--- config.mk ---
export PLATFORM = sky130hd
export DESIGN_NAME = pcpi_issuer
export DESIGN_NICKNAME = d
export VERILOG_FILES = /design/src/rtl/pcpi_issuer.sv
export SDC_FILE = /design/constraint.sdc
export NUM_CORES = 1
export LEC_CHECK = 0
export ABC_AREA = 0
export BUFFER_PORTS_ARGS = -buffer_cell sky130_fd_sc_hd__clkbuf_2
export CORE_MARGIN = 2
export CORE_UTILIZATION = 25
export DETAILED_ROUTE_END_ITERATION = 12
export PLACE_DENSITY = 0.47
export SLEW_MARGIN = 20
export SYNTH_ARGS = -nofsm -noshare
export SYNTH_HDL_FRONTEND = slang
export SYNTH_SLANG_ARGS = --single-unit
export TNS_END_PERCENT = 5
--- constraint.sdc ---
create_clock -name clk -period 3.1 [get_ports clk]
set_clock_uncertainty 0.05 [all_clocks]
set_input_delay 0.155 -clock clk [delete_from_list [all_inputs] [get_ports clk]]
set_output_delay 0.155 -clock clk [all_outputs]
set_load 0.1 [all_outputs]
--- src/rtl/pcpi_issuer.sv ---
// PCPI initiator: holds one instruction on the co-processor port
// until it is answered or times out unclaimed, then returns the result.
module pcpi_issuer #(
    parameter int TIMEOUT = 16
) (
    input  logic        clk,
    input  logic        resetn,
    input  logic        req_valid,
    output logic        req_ready,
    input  logic [31:0] req_insn,
    input  logic [31:0] req_rs1,
    input  logic [31:0] req_rs2,
    output logic        pcpi_valid,
    output logic [31:0] pcpi_insn,
    output logic [31:0] pcpi_rs1,
    output logic [31:0] pcpi_rs2,
    input  logic        pcpi_busy,
    input  logic        pcpi_ready,
    input  logic        pcpi_wr,
    input  logic [31:0] pcpi_rd,
    output logic        resp_valid,
    input  logic        resp_ready,
    output logic [31:0] resp_data,
    output logic        resp_wr,
    output logic        resp_err
);

    localparam int CW = $clog2(TIMEOUT);
    localparam logic [CW-1:0] CNT_LAST = CW'(TIMEOUT - 1);

    typedef enum logic [1:0] {
        IDLE,
        ISSUE,
        RESP
    } pcpi_issuer_state_t;

    pcpi_issuer_state_t state_q, state_d;
    logic [CW-1:0]      cnt_q, cnt_d;
    logic               pv_d;
    logic [31:0]        insn_d, rs1_d, rs2_d;
    logic [31:0]        data_d;
    logic               wr_d, err_d;

    assign req_ready  = (state_q == IDLE);
    assign resp_valid = (state_q == RESP);

    always_comb begin
        state_d = state_q;
        cnt_d   = cnt_q;
        pv_d    = pcpi_valid;
        insn_d  = pcpi_insn;
        rs1_d   = pcpi_rs1;
        rs2_d   = pcpi_rs2;
        data_d  = resp_data;
        wr_d    = resp_wr;
        err_d   = resp_err;
        unique case (state_q)
            IDLE: begin
                if (req_valid) begin
                    state_d = ISSUE;
                    pv_d    = 1'b1;
                    insn_d  = req_insn;
                    rs1_d   = req_rs1;
                    rs2_d   = req_rs2;
                    cnt_d   = '0;
                end
            end
            ISSUE: begin
                // ready wins over a timeout expiring in the same cycle
                if (pcpi_ready) begin
                    state_d = RESP;
                    pv_d    = 1'b0;
                    data_d  = pcpi_wr ? pcpi_rd : 32'h0;
                    wr_d    = pcpi_wr;
                    err_d   = 1'b0;
                end else if (pcpi_busy) begin
                    cnt_d = '0;
                end else if (cnt_q == CNT_LAST) begin
                    state_d = RESP;
                    pv_d    = 1'b0;
                    data_d  = 32'h0;
                    wr_d    = 1'b0;
                    err_d   = 1'b1;
                end else begin
                    cnt_d = cnt_q + CW'(1);
                end
            end
            RESP: begin
                if (resp_ready) begin
                    state_d = IDLE;
                end
            end
            default: state_d = IDLE;
        endcase
    end

    always_ff @(posedge clk or negedge resetn) begin
        if (!resetn) begin
            state_q    <= IDLE;
            cnt_q      <= '0;
            pcpi_valid <= 1'b0;
            pcpi_insn  <= 32'h0;
            pcpi_rs1   <= 32'h0;
            pcpi_rs2   <= 32'h0;
            resp_data  <= 32'h0;
            resp_wr    <= 1'b0;
            resp_err   <= 1'b0;
        end else begin
            state_q    <= state_d;
            cnt_q      <= cnt_d;
            pcpi_valid <= pv_d;
            pcpi_insn  <= insn_d;
            pcpi_rs1   <= rs1_d;
            pcpi_rs2   <= rs2_d;
            resp_data  <= data_d;
            resp_wr    <= wr_d;
            resp_err   <= err_d;
        end
    end

endmodule
# After elaboration in Yosys (flattened, before gate mapping)
# Index checks and enable logic that the tools add are counted.
# W data, S select, Z words.
# word_totals
ff_bits	137
inputBits	135
out_inout_bits	133
wordCells	52
# classes
add_sub_neg	1
n_eq_ne	10
muxes	24
n_reduce_logical	8
# ops
operator	count
$mux W32	4
$mux W4	4
$reduce_and A4 Y1	3
$mux W2	5
$ne A3 B3 Y1 const B	3
$mux W1	8
$pmux W4 S2	1
$pmux W2 S3	1
$add A4 B1 Y4 const B	1
$eq A4 B4 Y1 const B	1
$ne A2 B1 Y1 const B	2
$ne A2 B2 Y1 const B	2
$reduce_bool A2 Y1	2
$reduce_and A3 Y1	1
$eq A2 B1 Y1 const B	1
$eq A2 B2 Y1 const B	1
$logic_not A2 Y1	1
$pmux W1 S2	1
$reduce_and A2 Y1	1

# Longest topological paths before layout
# depth
word_depth	5
mapped_depth	5
ltp_nobuf	4

# Least setup slack after synthesis
# Ideal clock, no wire load.
# synth_timing
path_kind	register -> register
startpoint	reg state_q[1]
endpoint	reg pcpi_valid
setup_time_ns	0.066
arrival_ns	2.037
t_required_ns	2.984
slack_ns	0.946
stages_incl_launch_ff	4
path_buffers	0
synth_period_minus_slack_ns	2.154
cell_sequence	dfrtp_1 -> nor2_1 -> and2_1 -> a21o_1
# synth_between
elab_chain_len	3
word_cells_on_any_way	8
cone_classes	eq/ne: 4; mux: 1; reduce/logical: 3
# synth_lines
item	line	text
from (decl)	37	pcpi_issuer_state_t state_q, state_d;
from (signal assigned)	109	state_q <= state_d;
$logic_not A2 Y1 (*)	--	
named net req_ready	9	output logic req_ready,
$ne A2 B2 Y1 (no source line) / $reduce_bool A2 Y1 (equally long branches)	--	
$reduce_and A4 Y1 (no source line)	--	
to (signal assigned)	111	pcpi_valid <= pv_d;
to (decl)	13	output logic pcpi_valid,
# Mark *: on every way through the listed nets, which the timed path passes. The rest lies on a longest branch.
# A chain may end at the register's enable or synchronous reset.

# Worst setup path after layout
# layout_timing
startpoint	reg cnt_q[0]
endpoint	reg resp_data[10]
# layout_between
elab_chain_len	3
# layout_lines
item	line	text
from (decl)	38	logic [CW-1:0] cnt_q, cnt_d;
from (signal assigned)	110	cnt_q <= cnt_d;
$eq A4 B4 Y1	78	end else if (cnt_q == CNT_LAST) begin
$reduce_bool A2 Y1 (no source line)	--	
$reduce_and A3 Y1 (no source line)	--	
to (signal assigned)	115	resp_data <= data_d;
to (decl)	23	output logic [31:0] resp_data,
# No other way between the ends.

==> summary.txt <==
Min-Delay Startpoint - pcpi_wr
Vias - 4,188
Rows - 52
Number of global-route vias before repair - 4,631
Drc violations - 0
CP Capture Type - flop
Remaining antenna violation count - 0
Core area - 20,400 um2
Post-Route WL - 14.6 mm
Tcrit/Tclk final - 67.5%
Die width - 149 um
Crit path time final - 2090 ps
Die Ht - 149 um
First DRT Iteration DRCs - 118
Cell Chain, Critical Path - ha_1 -> and4b_1 -> o21ai_2 -> buf_4 -> a22o_1
Post-DR wirelength/cell - 14.6 um
Slew Viols, Final - 0
Hold Path Stages - 3
Peak fanout along the critical path - 22
Htree depth - 4
Initial antenna violation count - 0
Final setup fails - 0
Clk_lat worst skew - 420 ps
R2R depth - 5
Post-CTS Setup Inserts - 0
Hold Violations, Final - 0
Share of post-route cells with drive strength above 1 - 55.3%
Least-Margin Pin Slew - 658 ps
First drt pass iteration count - 4
Crit Path Category - reg2reg
Slowest cell on the critical path - o21ai_2
Clk root buf - clkbuf_16
R2R Setup Slk - 1010 ps
Most frequent cells in the layout - clkbuf_2, dfrtp_1, dlygate4sd3_1, mux2_2, a22o_1
Worst Hold Class - in2reg
Detailed Place HPWL - 9.25 mm
CTS resizes - 0
GP Congestion - 0.711
GR Util All Layers - 13.0%
Grt ovf - 0
Required @ worst endpoint - 3400 ps
Max incr delay on CP - 530 ps
Worst Path Buf+Inv - 1
Synth Instances - 315
Slew margin rel. - 56.1%
First-pass GRT wire length - 22.6 mm
Clk sinks - 137
Port bufs - 267
Status - finished clean
Area after DPL - 6870 um2
Most common cell after layout, fill and taps aside - clkbuf_2
Sequential area share after synthesis - 65.4%
Area Overhead vs Synth - 67.0%
Fin Setup TNS - 0 ps
Die area - 22,100 um2
CTS buffer count - 17
Reg2reg end - resp_data[10]
Clk pin slew, worst setup/hold paths - 70 ps
Fin nets - 855
#FFs+latches synth - 137
Largest net degree at the start of global routing - 73
RSZ-0062 raised after global routing - false
Ys Warns - 0
IO Count - 268
Mean Syn Cell Area - 16.6 um2
Setup crit start - cnt_q[0]
Max Buffers Root-to-Sink - 2
Max-cap viol count - 0
Mapped Area - 5240 um2
Max Freq - 478 MHz
CTS tree - yes
Syn Nets - 451
Critical path data arrival time - 2390 ps
Post-route cell area - 8750 um2
Vias per cell - 4.18
WHS Endpoint - resp_wr
Antenna diode count - 0
Startpoint class of the critical path - flop
Worst r2r src - cnt_q[0]
Distinct cells, synth - 28
Post-CTS Hold Fix Bufs - 132
Initial Utilization - 25.7%
Critical path's top delay family - compound AO/OA/AOI/OAI gates
[Yosys cell counts]
| library cell | number | area (um2) |
|---|---|---|
| a21o_1 | 2 | 15.0 |
| nor3b_1 | 1 | 7.51 |
| and2_1 | 1 | 6.26 |
| or3b_1 | 1 | 8.76 |
| nor2b_1 | 1 | 6.26 |
| nand2_1 | 1 | 3.75 |
| and3_1 | 3 | 18.8 |
| nor3_1 | 1 | 5.00 |
| a2111oi_0 | 1 | 8.76 |
| a22o_1 | 33 | 289 |
| inv_1 | 5 | 18.8 |
| nand3_1 | 1 | 5.00 |
| o21ai_0 | 1 | 5.00 |
| nor2_1 | 1 | 3.75 |
| o41a_4 | 1 | 21.3 |
| o21ai_2 | 1 | 8.76 |
| mux2_4 | 30 | 450 |
| buf_6 | 4 | 45.0 |
| buf_2 | 10 | 50.1 |
| nor4_1 | 1 | 6.26 |
| or3b_2 | 1 | 8.76 |
| a211o_1 | 2 | 17.5 |
| ha_1 | 1 | 12.5 |
| and4b_1 | 1 | 10.0 |
| dfrtp_1 | 137 | 3430 |
| mux2_2 | 67 | 754 |
| clkbuf_1 | 5 | 18.8 |
| a22oi_1 | 1 | 7.51 |
[worst max-delay path by stage]
stage	to	slack (ps)	cells past startpoint
final	resp_data[10]	1010	5
after CTS	resp_data[4]	1010	5
after global routing	resp_data[8]	890	5
after global placement	resp_data[2]	1130	5
after floorplan	pcpi_valid	950	3
after detailed placement	resp_data[4]	1060	5
[state kept, by name (all words and copies together) (netlist names)]
| name | count |
|---|---|
| pcpi_valid | 1 |
| resp_data | 32 |
| pcpi_insn | 32 |
| pcpi_rs1 | 32 |
| pcpi_rs2 | 32 |
| resp_err | 1 |
| cnt_q | 4 |
| resp_wr | 1 |
| state_q | 2 |
[routing by layer]
layer	GRT usage (%)	vias up	part of all wire [%]
li1	-	1954	-
met1	14.5	2039	40
met2	22.8	166	52
met3	3.85	29	5.7
met4	6.14	0	2.6
met5	0	-	0
[tightest hold or removal path: stages]
cell and delay, ps:
clkbuf_2 70, and3_1 270, a21o_1 110
[cell type report]
type | count | area [um2]
flip-flops and latches | 137 | 3430
clock buffers | 17 | 425
well taps | 270 | 338
fillers | 1899 | 11700
multi-input cells | 154 | 1680
inverters | 5 | 18.8
repair buffers | 404 | 2730
clock inverters | 15 | 133
[through the flow]
stage / utilization (%) / std cells / worst slack [ps] / hold slack, ps
2_1_floorplan: - / 315 / 946 / -191
3_3_place_gp: 33.6 / 838 / 1130 / 129
3_5_place_dp: 33.6 / 838 / 1060 / 155
4_1_cts: 42.8 / 1002 / 1010 / 135
5_1_grt: 42.8 / 1002 / 890 / 173
6_report: 42.8 / 1002 / 1010 / 170
[logic make-up after synthesis]
| kind of cell | after synthesis | share of synthesized area [%] |
|---|---|---|
| simple gates | 14 | 1.72 |
| fa+ha+maj | 1 | 0.239 |
| buf+inv | 24 | 2.53 |
| compound gates | 42 | 7.11 |
| flops | 137 | 65.4 |
| mux | 97 | 23.0 |
Power is not shown: default switching activity piles up to over one toggle a cycle in this logic, so the estimate is an artifact.
